===== src/rtl/bcd_count_pkg.sv =====
`default_nettype none
// ============================================================================
//  Module      : bcd_count_pkg
//  Description : Shared types, constants and BCD step helper for the
//                3-digit BCD count controller.
//  Revision    : 1.0 - initial release
// ============================================================================
package bcd_count_pkg;

    typedef enum logic [0:0] {
        ST_IDLE = 1'b0,
        ST_RUN  = 1'b1
    } state_t;

    localparam logic [3:0] BCD_MAX = 4'd9;
    localparam logic [3:0] BCD_MIN = 4'd0;

    localparam int TICK_DIV_DFLT   = 12_500_000;
    localparam int DEB_CYCLES_DFLT = 500_000;

    typedef struct packed {
        logic [3:0] cent;
        logic [3:0] dec;
        logic [3:0] uni;
    } bcd3_t;

    // True when this digit rolls over and must pass a carry/borrow on.
    function automatic logic digit_at_lim(input logic [3:0] d, input logic down);
        return down ? (d == BCD_MIN) : (d >= BCD_MAX);
    endfunction

    function automatic logic [3:0] digit_step(input logic [3:0] d, input logic down);
        if (down) begin
            return (d == BCD_MIN) ? BCD_MAX : (d - 4'd1);
        end
        return (d >= BCD_MAX) ? BCD_MIN : (d + 4'd1);
    endfunction

    // One count step in native BCD; carries ripple units -> tens -> hundreds.
    function automatic bcd3_t bcd_step(input bcd3_t v, input logic down);
        bcd3_t r;
        r     = v;
        r.uni = digit_step(v.uni, down);
        if (digit_at_lim(v.uni, down)) begin
            r.dec = digit_step(v.dec, down);
            if (digit_at_lim(v.dec, down)) begin
                r.cent = digit_step(v.cent, down);
            end
        end
        return r;
    endfunction

endpackage
`default_nettype wire


===== src/rtl/bcd_count_ctrl_if.sv =====
`default_nettype none
// ============================================================================
//  Module      : bcd_count_ctrl_if
//  Description : Button/enable inputs and BCD digit/status outputs of the
//                count controller, grouped for the display pipeline.
//  Revision    : 1.0 - initial release
// ============================================================================
interface bcd_count_ctrl_if;
    logic       ena;
    logic       btn_run;
    logic       btn_dir;
    logic       btn_clr;
    logic [3:0] bcd_cent;
    logic [3:0] bcd_dec;
    logic [3:0] bcd_uni;
    logic       running;
    logic       dir_down;
    logic       wrap;

    // Drives buttons/enable, consumes digits and status.
    modport master (
        output ena, btn_run, btn_dir, btn_clr,
        input  bcd_cent, bcd_dec, bcd_uni, running, dir_down, wrap
    );

    // The controller itself.
    modport slave (
        input  ena, btn_run, btn_dir, btn_clr,
        output bcd_cent, bcd_dec, bcd_uni, running, dir_down, wrap
    );
endinterface
`default_nettype wire


===== src/rtl/button_debounce.sv =====
`default_nettype none
// ============================================================================
//  Module      : button_debounce
//  Description : 2-FF synchronizer, stable-level debounce counter and
//                registered one-cycle press pulse for one raw pushbutton.
//  Revision    : 1.0 - initial release
// ============================================================================
module button_debounce
    import bcd_count_pkg::*;
#(
    parameter int DEB_CYCLES = DEB_CYCLES_DFLT
) (
    input  wire logic clk,
    input  wire logic rst_n,
    input  wire logic i_ena,
    input  wire logic i_btn,
    output logic      o_press
);

    localparam int              CNT_W    = (DEB_CYCLES > 1) ? $clog2(DEB_CYCLES) : 1;
    localparam logic [CNT_W-1:0] CNT_LAST = CNT_W'(DEB_CYCLES - 1);

    logic             sync1_q, sync1_d;
    logic             sync2_q, sync2_d;
    logic [CNT_W-1:0] cnt_q, cnt_d;
    logic             level_q, level_d;
    logic             level_prev_q, level_prev_d;
    logic             press_q, press_d;

    // Next-state: synchronizer always samples; debounce and pulse obey enable.
    always_comb begin
        sync1_d      = i_btn;
        sync2_d      = sync1_q;
        cnt_d        = cnt_q;
        level_d      = level_q;
        level_prev_d = level_q;
        press_d      = 1'b0;
        if (i_ena) begin
            // Rising edge of the debounced level, seen one cycle late.
            press_d = level_q & ~level_prev_q;
            if (sync2_q != level_q) begin
                if (cnt_q == CNT_LAST) begin
                    level_d = ~level_q;
                    cnt_d   = '0;
                end else begin
                    cnt_d = cnt_q + CNT_W'(1);
                end
            end else begin
                cnt_d = '0;
            end
        end
    end

    // State registers with asynchronous active-low reset.
    always_ff @(posedge clk or negedge rst_n) begin
        if (!rst_n) begin
            sync1_q      <= 1'b0;
            sync2_q      <= 1'b0;
            cnt_q        <= '0;
            level_q      <= 1'b0;
            level_prev_q <= 1'b0;
            press_q      <= 1'b0;
        end else begin
            sync1_q      <= sync1_d;
            sync2_q      <= sync2_d;
            cnt_q        <= cnt_d;
            level_q      <= level_d;
            level_prev_q <= level_prev_d;
            press_q      <= press_d;
        end
    end

    assign o_press = press_q;

endmodule
`default_nettype wire


===== src/rtl/bcd_count_ctrl.sv =====
`default_nettype none
// ============================================================================
//  Module      : bcd_count_ctrl
//  Description : Debounced run/dir/clear buttons driving a prescaled up/down
//                BCD counter 000..999 with registered digit outputs.
//  Options     : SATURATE_AT_LIMIT_EN - stop at 999/000 and drop to IDLE
//                instead of wrapping.
//  Revision    : 1.0 - initial release
// ============================================================================
module bcd_count_ctrl
    import bcd_count_pkg::*;
#(
    parameter int TICK_DIV   = TICK_DIV_DFLT,
    parameter int DEB_CYCLES = DEB_CYCLES_DFLT
) (
    input  wire logic        clk,
    input  wire logic        rst_n,
    bcd_count_ctrl_if.slave  bus
);

    localparam int              PRE_W    = $clog2(TICK_DIV);
    localparam logic [PRE_W-1:0] PRE_LAST = PRE_W'(TICK_DIV - 1);

    logic w_run_press;
    logic w_dir_press;
    logic w_clr_press;
    logic w_tick;
    logic w_at_lim;

    state_t           state_q, state_d;
    logic             running_q, running_d;
    logic             dir_q, dir_d;
    logic             wrap_q, wrap_d;
    logic [PRE_W-1:0] presc_q, presc_d;
    bcd3_t            digits_q, digits_d;

    button_debounce #(.DEB_CYCLES(DEB_CYCLES)) u_deb_run (
        .clk(clk), .rst_n(rst_n), .i_ena(bus.ena), .i_btn(bus.btn_run), .o_press(w_run_press)
    );
    button_debounce #(.DEB_CYCLES(DEB_CYCLES)) u_deb_dir (
        .clk(clk), .rst_n(rst_n), .i_ena(bus.ena), .i_btn(bus.btn_dir), .o_press(w_dir_press)
    );
    button_debounce #(.DEB_CYCLES(DEB_CYCLES)) u_deb_clr (
        .clk(clk), .rst_n(rst_n), .i_ena(bus.ena), .i_btn(bus.btn_clr), .o_press(w_clr_press)
    );

    assign w_tick   = (state_q == ST_RUN) && bus.ena && (presc_q == PRE_LAST);
    assign w_at_lim = dir_q ? (digits_q == {BCD_MIN, BCD_MIN, BCD_MIN})
                            : (digits_q == {BCD_MAX, BCD_MAX, BCD_MAX});

    // Next-state: FSM, prescaler, digits, direction; clear has final say.
    always_comb begin
        state_d  = state_q;
        dir_d    = dir_q ^ w_dir_press;
        digits_d = digits_q;
        presc_d  = presc_q;
        wrap_d   = 1'b0;

        if (bus.ena && (state_q == ST_RUN)) begin
            presc_d = w_tick ? '0 : (presc_q + PRE_W'(1));
        end

        if (w_tick) begin
`ifdef SATURATE_AT_LIMIT_EN
            if (w_at_lim) begin
                state_d = ST_IDLE;
            end else begin
                digits_d = bcd_step(digits_q, dir_q);
            end
`else
            digits_d = bcd_step(digits_q, dir_q);
            wrap_d   = w_at_lim;
`endif
        end

        if (w_run_press) begin
            state_d = (state_q == ST_RUN) ? ST_IDLE : ST_RUN;
        end

        // Stopping restarts the tick period from zero on the next run.
        if ((state_q == ST_RUN) && (state_d == ST_IDLE)) begin
            presc_d = '0;
        end

        if (w_clr_press) begin
            digits_d = '0;
            presc_d  = '0;
            wrap_d   = 1'b0;
        end

        running_d = (state_d == ST_RUN);
    end

    // State registers with asynchronous active-low reset.
    always_ff @(posedge clk or negedge rst_n) begin
        if (!rst_n) begin
            state_q   <= ST_IDLE;
            running_q <= 1'b0;
            dir_q     <= 1'b0;
            wrap_q    <= 1'b0;
            presc_q   <= '0;
            digits_q  <= '0;
        end else begin
            state_q   <= state_d;
            running_q <= running_d;
            dir_q     <= dir_d;
            wrap_q    <= wrap_d;
            presc_q   <= presc_d;
            digits_q  <= digits_d;
        end
    end

    assign bus.bcd_cent = digits_q.cent;
    assign bus.bcd_dec  = digits_q.dec;
    assign bus.bcd_uni  = digits_q.uni;
    assign bus.running  = running_q;
    assign bus.dir_down = dir_q;
    assign bus.wrap     = wrap_q;

endmodule
`default_nettype wire


===== src/flat_wrapper.sv =====
// flat-port wrapper written by rule: the top's interface ports become plain ports
module bcd_count_ctrl_flat import bcd_count_pkg::*;
#(
    parameter int TICK_DIV   = TICK_DIV_DFLT,
    parameter int DEB_CYCLES = DEB_CYCLES_DFLT
)
  (clk, rst_n, bus_ena, bus_btn_run, bus_btn_dir, bus_btn_clr, bus_bcd_cent, bus_bcd_dec, bus_bcd_uni, bus_running, bus_dir_down, bus_wrap);
  bcd_count_ctrl_if bus_i ();
  input  wire logic clk;
  input  wire logic rst_n;
  input wire logic [$bits(bus_i.ena)-1:0] bus_ena;
  input wire logic [$bits(bus_i.btn_run)-1:0] bus_btn_run;
  input wire logic [$bits(bus_i.btn_dir)-1:0] bus_btn_dir;
  input wire logic [$bits(bus_i.btn_clr)-1:0] bus_btn_clr;
  output wire logic [$bits(bus_i.bcd_cent)-1:0] bus_bcd_cent;
  output wire logic [$bits(bus_i.bcd_dec)-1:0] bus_bcd_dec;
  output wire logic [$bits(bus_i.bcd_uni)-1:0] bus_bcd_uni;
  output wire logic [$bits(bus_i.running)-1:0] bus_running;
  output wire logic [$bits(bus_i.dir_down)-1:0] bus_dir_down;
  output wire logic [$bits(bus_i.wrap)-1:0] bus_wrap;
  assign bus_i.ena = bus_ena;
  assign bus_i.btn_run = bus_btn_run;
  assign bus_i.btn_dir = bus_btn_dir;
  assign bus_i.btn_clr = bus_btn_clr;
  assign bus_bcd_cent = bus_i.bcd_cent;
  assign bus_bcd_dec = bus_i.bcd_dec;
  assign bus_bcd_uni = bus_i.bcd_uni;
  assign bus_running = bus_i.running;
  assign bus_dir_down = bus_i.dir_down;
  assign bus_wrap = bus_i.wrap;
  bcd_count_ctrl #(.TICK_DIV(TICK_DIV), .DEB_CYCLES(DEB_CYCLES)) u_core (.clk(clk), .rst_n(rst_n), .bus(bus_i));
endmodule

===== config.mk =====
export PLATFORM = sky130hd
export DESIGN_NAME = bcd_count_ctrl_flat
export DESIGN_NICKNAME = d
export VERILOG_FILES = /design/src/rtl/bcd_count_pkg.sv /design/src/rtl/bcd_count_ctrl_if.sv /design/src/rtl/button_debounce.sv /design/src/rtl/bcd_count_ctrl.sv /design/src/flat_wrapper.sv
export SDC_FILE = /design/constraint.sdc
export NUM_CORES = 1
export LEC_CHECK = 0
export ABC_AREA = 1
export CAP_MARGIN = 40
export CORE_MARGIN = 10
export CORE_UTILIZATION = 50
export CTS_BUF_LIST = sky130_fd_sc_hd__clkbuf_4 sky130_fd_sc_hd__clkbuf_8
export CTS_CLUSTER_DIAMETER = 60
export DETAILED_ROUTE_END_ITERATION = 10
export PLACE_DENSITY = 0.67
export SYNTH_ARGS = -nofsm -noshare
export SYNTH_HDL_FRONTEND = slang
export SYNTH_SLANG_ARGS = --single-unit

===== constraint.sdc =====
create_clock -name clk -period 3.07 [get_ports clk]
set_input_delay 0.4605 -clock clk [delete_from_list [all_inputs] [get_ports clk]]
set_output_delay 0.4605 -clock clk [all_outputs]
set_load 0.03 [all_outputs]

==> flow_summary.json, run 1 <==
{
  "p_switching_uw": 676,
  "max_stage_delay_ns": 0.77,
  "drtAntennaViolNets": 0,
  "die_h_um": 136,
  "htreeDepth": 3,
  "hold_buffers": 0,
  "power_density_nw_per_um2": 368,
  "power.internal_uw": 2010,
  "crit_family": "buffers and inverters",
  "ir_worst_vdd_v": 0.000351,
  "grt_overflow": 0,
  "drc_errors": 0,
  "yosysMostFrequentCell": "nand2_1",
  "first_iter_violations": 410,
  "crit_fanout": 15,
  "wl_um": 14300,
  "antenna_found_initial": 0,
  "worstReg2RegStart": "u_core.presc_q[0]",
  "synthCells": 945,
  "diodes": 0,
  "synth_top_area_cell": "dfrtp_1",
  "worst-setup-path-type": "flop to primary output",
  "crit_buf_inv": 1,
  "crit_slowest_cell": "clkdlybuf4s50_1",
  "cts-resized-gates": 0,
  "reg2reg_depth": 10,
  "core_sq_um": 13200,
  "grt_use_total_pct": 16.1,
  "grt_max_degree": 66,
  "ioPinCount": 21,
  "maxCapViolations": 0,
  "synth.top_cell.area_share_pct": 41.4,
  "rr_endpoint": "u_core.presc_q[1]",
  "synthTopCellsByCount": "nand2_1, inv_1, dfrtp_1, nor2_1, nand3_1",
  "setup_violations": 0,
  "synthFlopType": "dfrtp_1",
  "combinationalPowerShare_pct": 7.3,
  "rsz0062_at_grt": "no",
  "fillCellCount": 1270,
  "fin_cells": 1144,
  "p_sw_share_pct": 25.2,
  "pwr-share-clk_pct": 36.3,
  "port_buffers": 20,
  "die_w_um": 136,
  "max_slew_margin_pct": 55.5,
  "cp-end-kind": "primary output",
  "drtPass1Iterations": 5,
  "postCtsSetupBuffers": 0,
  "skew_ns": 0.0160,
  "r2r_setup_slack_ns": 1.22,
  "crit_arrival_ns": 1.80,
  "worstSetupStartpointType": "flop",
  "synth.area.top_cells": "dfrtp_1, nand2_1, inv_1",
  "via_per_inst": 5.05,
  "final_nets": 985,
  "gp_congestion": 0.913,
  "clk_latency_ns": 0.39,
  "std_cell_rows": 42,
  "syn_area_sq_um": 6710,
  "p_seq_share_pct": 56.4,
  "synth_cell_types": 34,
  "timing.final.crit_period_ns": 2.27,
  "clock_sinks": 111,
  "drive_gt1_share_pct": 5.06,
  "status": "completed",
  "yosys_warnings": 0,
  "clockRootBuffer": "clkbuf_8",
  "synth.avg_cell_area_sq_um": 7.10,
  "cts_tree": "done",
  "leakage_uw": 0.00348,
  "cts_buffers": 9,
  "path_clk_slew_ns": 0.10,
  "dieArea_sq_um": 18400,
  "async_reset_ff_share_pct": 100,
  "hold_path.class": "input pin to asynchronous set/reset pin",
  "clock_path_buffers": 2,
  "worst_slew_pin_slew_ns": 0.667,
  "min_period_over_period_pct": 73.8,
  "place_inst": 1129,
  "path_cells": "clkdlybuf4s50_1",
  "grt_first_pass_wirelength_um": 24600,
  "grt_pass1_vias": 5251,
  "vias": 5772,
  "worstSetupStartpoint": "u_core.bus.dir_down",
  "area_growth_pct": 8.93,
  "synth-edff-count": 0,
  "setup_tns_ns": 0,
  "crit_required_ns": 2.61,
  "hpwl_um": 10300,
  "routedWlPerCell_um": 12.5,
  "max_freq_mhz": 442,
  "ys_ff_latch": 111,
  "hold_violations": 0,
  "slew_violations": 0,
  "synthesis.nets": 966,
  "initial_utilization_pct": 50.9,
  "seq_area_frac_synth_pct": 41.4
}
==> stage by stage <==
stage / total power [uW] / setup WS (ns) / util [%] / hold WS (ns) / area (sq um)
floorplan: 1660 / 1.32 / - / 0.165 / 6710
global placement: 1740 / 0.746 / 53.8 / 0.334 / 7090
detailed placement: 1740 / 0.704 / 53.8 / 0.337 / 7090
CTS: 2740 / 0.771 / 55.4 / 0.0817 / 7310
global route: 2810 / 0.718 / 55.4 / 0.0941 / 7310
finish: 2690 / 0.805 / 55.4 / 0.0689 / 7310
==> registers in the layout, summed over array words and instances (netlist names), 4 cells and up <==
signal,cells
u_core.u_deb_clr.cnt_q,19
u_core.bus.bcd_dec,4
u_core.u_deb_dir.cnt_q,19
u_core.bus.bcd_cent,4
u_core.presc_q,24
u_core.u_deb_run.cnt_q,19
u_core.bus.bcd_uni,4
==> cell type report <==
type	instances	area (sq um)	share of cell area [%]
multi-input cells	695	3380	46.3
flip-flops and latches	111	2780	38.0
inverters	121	454	6.22
repair buffers	26	255	3.49
well taps	176	220	3.01
clock buffers	9	124	1.70
clock inverters	6	92.6	1.27
==> cells in the final DEF (no fill, tap or decap), types with 6 or more instances in the layout <==
cell type / n
buf_4: 6
nand3_1: 84
nand2_1: 305
clkdlybuf4s50_1: 19
nor2_2: 9
nor2_1: 94
o21ai_0: 53
clkbuf_8: 9
a21oi_1: 11
ha_1: 15
nor3_1: 19
nand4_1: 33
inv_1: 119
dfrtp_1: 111
xor2_1: 28
xnor2_1: 7
==> power by group through the flow <==
stage	logic (uW)	registers (uW)	clock network [uW]
floorplan	113	1550	0
global placement	197	1540	0
detailed placement	199	1540	0
CTS	200	1520	1020
global route	224	1520	1070
finish	195	1520	975
==> cell families after synthesis <==
family          synth area share [%]
compound gates                  6.66
fa+ha+maj                       2.80
simple gates                    36.4
flops                           41.4
xor+xnor                        4.57
buf+inv                         8.15
==> worst max path at each step <==
stage          slack [ns]                    endpoint  cells after the start
6_report             0.80                bus_dir_down                      1
5_1_grt              0.72                bus_dir_down                      1
4_1_cts              0.77                bus_dir_down                      1
3_5_place_dp         0.70  u_core.u_deb_dir.cnt_q[10]                      6
3_3_place_gp         0.75  u_core.u_deb_dir.cnt_q[16]                      6
2_1_floorplan        1.32      u_core.bus.bcd_cent[3]                     12
==> routing by layer <==
layer,GRT usage (%),share of wire (%),up-vias
met5,0,0,-
met4,4.01,1.0,0
met3,3.84,4.0,13
met2,25.6,46,87
met1,21.5,49,2641
li1,-,-,3031
Power figures use the tool's default switching activity.
==> run 2: changes to the inputs <==
--- a/config.mk
+++ b/config.mk
@@ -12,7 +12,7 @@
 export CTS_BUF_LIST = sky130_fd_sc_hd__clkbuf_4 sky130_fd_sc_hd__clkbuf_8
 export CTS_CLUSTER_DIAMETER = 60
 export DETAILED_ROUTE_END_ITERATION = 10
-export PLACE_DENSITY = 0.67
+export PLACE_DENSITY = 0.7
 export SYNTH_ARGS = -nofsm -noshare
 export SYNTH_HDL_FRONTEND = slang
 export SYNTH_SLANG_ARGS = --single-unit
==> constraint.sdc (replaced) <==
create_clock -name clk -period 2 [get_ports clk]
set_input_delay 0.3 -clock clk [delete_from_list [all_inputs] [get_ports clk]]
set_output_delay 0.3 -clock clk [all_outputs]
set_load 0.03 [all_outputs]
==> run 2 against run 1 <==
  * Sequential power is 53% higher
  * Sequential share of layout area is 0.72 points lower
  * Wire length is 0.76% higher
  * Non-clock buffer count is 16 higher
  * Worst hold slack better by 0.27 ns
  * Setup slack worse by 0.72 ns
  * Clock-buffer cell count is 4 higher
  * Register-to-register slack worse by 1.0 ns
  * Power is 54% higher
  * Highest routed layer unchanged
==> flow_summary.json, run 2 (synthesis gave the netlist of run 1 again) <==
{
  "status": "completed",
  "port_buffers": 20,
  "hold_start": "bus_btn_run",
  "grt_max_degree": 33,
  "crit_fanout": 8,
  "clock_sinks": 111,
  "cp-end-kind": "primary output",
  "clock_path_buffers": 2,
  "p_total_uw": 4140,
  "worst_slew_pin_slew_ns": 0.369,
  "gp_congestion": 0.885,
  "wl_um": 14400,
  "clk_latency_ns": 0.39,
  "hold_path.class": "input pin to flop",
  "rsz0062_at_grt": "no",
  "setup_violations": 0,
  "ioPinCount": 21,
  "final_common_cell": "nand2_1",
  "initial_utilization_pct": 50.9,
  "multiInputGateArea_sq_um": 3380,
  "die_h_um": 136,
  "core_sq_um": 13200,
  "crit_required_ns": 1.70,
  "holdPathEnd": "u_core.u_deb_run.sync1_q",
  "diodes": 0,
  "htreeDepth": 3,
  "rr_endpoint": "u_core.bus.bcd_cent[1]",
  "postCtsSetupBuffers": 0,
  "crit_family": "buffers and inverters",
  "crit_slowest_cell": "clkdlybuf4s50_1",
  "grt_first_pass_wirelength_um": 25200,
  "regMostFlops": "u_core.presc_q",
  "min_period_over_period_pct": 95.8,
  "max_freq_mhz": 522,
  "path_cells": "clkdlybuf4s50_1",
  "final_cell_mix": "nand2_1, inv_1, dfrtp_1",
  "first_iter_violations": 348,
  "reg2reg_depth": 11,
  "slew_violations": 0,
  "std_cell_rows": 42,
  "worst-setup-path-type": "flop to primary output",
  "grt_use_total_pct": 16.3,
  "final_nets": 1001,
  "power_density_nw_per_um2": 556,
  "path_clk_slew_ns": 0.10,
  "routedWlPerCell_um": 12.4,
  "maxCapViolations": 0,
  "die_w_um": 136,
  "leakage_uw": 0.00359,
  "hpwl_um": 10800,
  "crit_buf_inv": 1,
  "grt_overflow": 0,
  "skew_ns": 0.0133,
  "max_slew_margin_pct": 75.4,
  "cts_buffers": 9,
  "via_per_inst": 5.07,
  "r2r_setup_slack_ns": 0.19,
  "drc_errors": 0,
  "hold_depth": 1,
  "cts_tree": "done",
  "grt_pass1_vias": 5496,
  "dieArea_sq_um": 18400,
  "vias": 5882,
  "seqCellArea_sq_um": 2780,
  "antenna_found_initial": 0,
  "drtAntennaViolNets": 0,
  "clockRootBuffer": "clkbuf_8",
  "area_growth_pct": 11.0,
  "drive_gt1_share_pct": 6.60,
  "largest_register_ffs": 24,
  "ir_worst_vdd_v": 0.000458,
  "crit_arrival_ns": 1.62,
  "timing.final.crit_period_ns": 1.92,
  "worstSetupStartpointType": "flop",
  "worstReg2RegStart": "u_core.bus.bcd_uni[0]",
  "worstSetupStartpoint": "u_core.bus.bcd_cent[3]",
  "fillCellCount": 1263,
  "hold_violations": 0,
  "max_stage_delay_ns": 0.73,
  "drtPass1Iterations": 5,
  "setup_tns_ns": 0
}
[run 2: cell types whose count changed in the layout (fill, tap and decap cells not counted), sizes merged]
cell,delta
dlygate4sd3,+1
buf,+15
bufinv,-1
clkdlybuf4s50,-1
dlymetal6s2s,+1
clkbuf,+4
clkinvlp,-2
[run 2: metrics by stage]
stage | cells | hold WS, ns | util, % | setup slack (ns) | area (sq um)
final | 1161 | 0.342 | 56.5 | 0.0847 | 7450
after global routing | 1161 | 0.320 | 56.5 | 0.0134 | 7450
after CTS | 1161 | 0.322 | 56.5 | 0.0409 | 7450
after detailed placement | 1144 | 0.247 | 54.7 | 0.102 | 7220
after global placement | 1144 | 0.249 | 54.7 | 0.159 | 7220
after floorplan | 945 | 0.00441 | - | 0.251 | 6710
[run 2: final cells by class]
class / count / share of cell area [%]
inverter: 121 / 6.10
tap: 176 / 2.96
clock inverter: 3 / 0.638
timing repair buffer: 42 / 5.27
sequential: 111 / 37.3
clock buffer: 13 / 2.32
multi-input combinational: 695 / 45.4
[run 2: worst max-delay path by stage]
| stage | slack (ns) | endpoint | cells after the start |
|---|---|---|---|
| 3_3_place_gp | 0.16 | u_core.presc_q[0] | 8 |
| 2_1_floorplan | 0.25 | u_core.bus.bcd_cent[3] | 12 |
| 3_5_place_dp | 0.10 | u_core.bus.bcd_dec[2] | 8 |
| 4_1_cts | 0.04 | bus_bcd_uni[3] | 1 |
| 5_1_grt | 0.01 | bus_bcd_cent[3] | 1 |
| 6_report | 0.08 | bus_bcd_cent[3] | 1 |
[run 2: power breakdown]
part | leakage (uW) | internal, uW | switching, uW
Sequential | 0.00152 | 2280 | 37.0
Combinational | 0.00195 | 123 | 217
Clock | 0.000114 | 706 | 777
Total | 0.00359 | 3110 | 1030
[run 2: timing repair]
action                                 CTS  global route
endpoints found under the hold margin   23             0
gates resized for setup                  0             1
hold buffers                             1             0
setup endpoints to repair                0             1
[run 2: layer usage]
layer / vias up / GRT usage, % / wire [um]
li1: 3084 / - / -
met1: 2697 / 21.1 / 6880
met2: 88 / 27.1 / 6890
met3: 13 / 3.58 / 506
met4: 0 / 4.01 / 167
met5: - / 0 / 0
[run 2: worst reg2reg max path, cell delays in order (launching register included)]
cell     delay [ns]
dfrtp_1        0.45
inv_1          0.12
ha_1           0.19
inv_1          0.06
nor2_2         0.18
nand3_1        0.15
nand3_1        0.19
nand2_1        0.09
inv_2          0.09
nand2_2        0.08
nand2_1        0.07
nand2_1        0.05
==> run 3: changes to the inputs <==
--- a/config.mk
+++ b/config.mk
@@ -12,6 +12,7 @@
 export CTS_BUF_LIST = sky130_fd_sc_hd__clkbuf_4 sky130_fd_sc_hd__clkbuf_8
 export CTS_CLUSTER_DIAMETER = 60
 export DETAILED_ROUTE_END_ITERATION = 10
+export GPL_TIMING_DRIVEN = 0
 export PLACE_DENSITY = 0.7
 export SYNTH_ARGS = -nofsm -noshare
 export SYNTH_HDL_FRONTEND = slang
==> run 3 against run 2 <==
  * Register-to-register slack improved by 0.03 ns
  * Critical path depth did not move
  * Highest routed layer unchanged
  * Critical endpoint is now bus_bcd_dec[0]
  * Sequential power barely moved
  * Largest cell class unchanged
==> flow_summary.json, run 3 (synthesis gave the netlist of run 1 again) <==
{
  "maxCapViolations": 0,
  "crit_buf_inv": 1,
  "cts_tree": "done",
  "min_period_over_period_pct": 95.4,
  "grt_max_degree": 67,
  "die_w_um": 136,
  "drtPass1Iterations": 4,
  "drtAntennaViolNets": 0,
  "dieArea_sq_um": 18400,
  "area_growth_pct": 9.57,
  "routedWlPerCell_um": 12.6,
  "fillCellCount": 1301,
  "timing.final.crit_period_ns": 1.91,
  "wl_um": 14600,
  "gp_congestion": 0.914,
  "worstReg2RegStart": "u_core.u_deb_run.cnt_q[0]",
  "regMostFlops": "u_core.presc_q",
  "grt_use_total_pct": 16.7,
  "via_per_inst": 5.12,
  "initial_utilization_pct": 50.9,
  "max_freq_mhz": 524,
  "rr_endpoint": "u_core.u_deb_run.cnt_q[16]",
  "r2r_setup_slack_ns": 0.22,
  "rsz0062_at_grt": "no",
  "crit_slowest_cell": "clkdlybuf4s50_1",
  "first_iter_violations": 334,
  "skew_ns": 0.0127,
  "hold_depth": 1,
  "drive_gt1_share_pct": 5.40,
  "slew_violations": 0,
  "port_buffers": 20,
  "postCtsSetupBuffers": 0,
  "clock_path_buffers": 2,
  "diodes": 0,
  "path_clk_slew_ns": 0.11,
  "crit_fanout": 7,
  "ioPinCount": 21,
  "max_slew_margin_pct": 59.1,
  "clock_sinks": 111,
  "grt_pass1_vias": 5522,
  "cts_buffers": 9,
  "place_area_sq_um": 7160,
  "status": "completed",
  "crit_required_ns": 1.70,
  "hold_path.class": "input pin to flop",
  "path_cells": "clkdlybuf4s50_1",
  "final_common_cell": "nand2_1",
  "clk_latency_ns": 0.39,
  "crit_family": "buffers and inverters",
  "reg2reg_depth": 8,
  "setup_slack_ns": 0.0921,
  "cp-end-kind": "primary output",
  "grt_first_pass_wirelength_um": 25600,
  "max_stage_delay_ns": 0.72,
  "core_sq_um": 13200,
  "setup_violations": 0,
  "std_cell_rows": 42,
  "crit_arrival_ns": 1.61,
  "clockRootBuffer": "clkbuf_8",
  "leakage_uw": 0.00352,
  "antenna_found_initial": 0,
  "dp_slack_ns": -0.200,
  "hpwl_um": 10900,
  "hold_start": "bus_btn_clr",
  "hold_violations": 0,
  "grt_overflow": 0,
  "worstSetupStartpointType": "flop",
  "worstSetupStartpoint": "u_core.bus.bcd_dec[0]",
  "fin_area_sq_um": 7350,
  "die_h_um": 136,
  "vias": 5932,
  "largest_register_ffs": 24,
  "worst-setup-path-type": "flop to primary output",
  "holdPathEnd": "u_core.u_deb_clr.sync1_q",
  "worst_slew_pin_slew_ns": 0.614,
  "final_cell_mix": "nand2_1, inv_1, dfrtp_1",
  "ir_worst_vdd_v": 0.000444,
  "htreeDepth": 3,
  "final_nets": 999,
  "power_density_nw_per_um2": 532,
  "hold_ws_ns": 0.339,
  "setup_tns_ns": 0,
  "drc_errors": 0
}
run 3: changes by cell type in the layout (fill, tap and decap cells not counted), sizes merged:
cell	delta
buf	-12
bufinv	-1
clkbuf	+6
clkinv	+2
clkinvlp	+2
run 3: worst reg2reg max path: cells and delay by family, from the launching register on:
family | cells | cell delay (ns)
AND/OR/NAND/NOR | 5 | 0.54
flip-flops | 1 | 0.43
AO/OA/AOI/OAI | 1 | 0.41
adder cells (fa/ha/maj) | 1 | 0.27
buffers and inverters | 1 | 0.06
run 3: stage by stage:
| step | utilization, % | cells | power [uW] |
|---|---|---|---|
| detailed placement | 54.3 | 1142 | 2690 |
| global placement | 54.0 | 1141 | 2680 |
| finish | 55.7 | 1158 | 3910 |
| floorplan | - | 945 | 2550 |
| global route | 55.7 | 1158 | 4090 |
| CTS | 55.6 | 1158 | 3970 |
run 3: layer usage:
layer / routed length, um / track usage (%) / share of wire (%)
met2: 6720 / 27.0 / 46
met5: 0 / 0 / 0
met3: 600 / 3.10 / 4.1
met4: 290 / 6.40 / 2.0
met1: 7020 / 21.7 / 48
run 3: worst max path at each step:
stage                     slack [ns]  cells after the start                    endpoint
after CTS                       0.04                      1             bus_bcd_cent[3]
after global routing            0.01                      1              bus_bcd_dec[0]
after floorplan                 0.25                     12      u_core.bus.bcd_cent[3]
after global placement         -3.74                      1  u_core.u_deb_clr.cnt_q[12]
final                           0.09                      1              bus_bcd_dec[0]
after detailed placement       -0.20                      5    u_core.u_deb_clr.o_press
run 3: final cells by class:
class | count | area, sq um | area share, %
clock inverter | 6 | 46.3 | 0.630
timing repair buffer | 22 | 241 | 3.29
buffer | 18 | 92.6 | 1.26
multi-input combinational | 695 | 3390 | 46.2
clock buffer | 9 | 124 | 1.69
tap | 176 | 220 | 3.00
inverter | 121 | 454 | 6.18
sequential | 111 | 2780 | 37.8
run 3: report_power, final:
group          internal (uW)  switching [uW]
clock                    456             811
combinational            104             211
sequential              2280            43.5
run 3: what timing repair did:
item | in CTS | in global routing
setup endpoints to repair | 0 | 7
hold buffers | 1 | 0
gates resized for setup | 0 | 3
endpoints found under the hold margin | 45 | 0
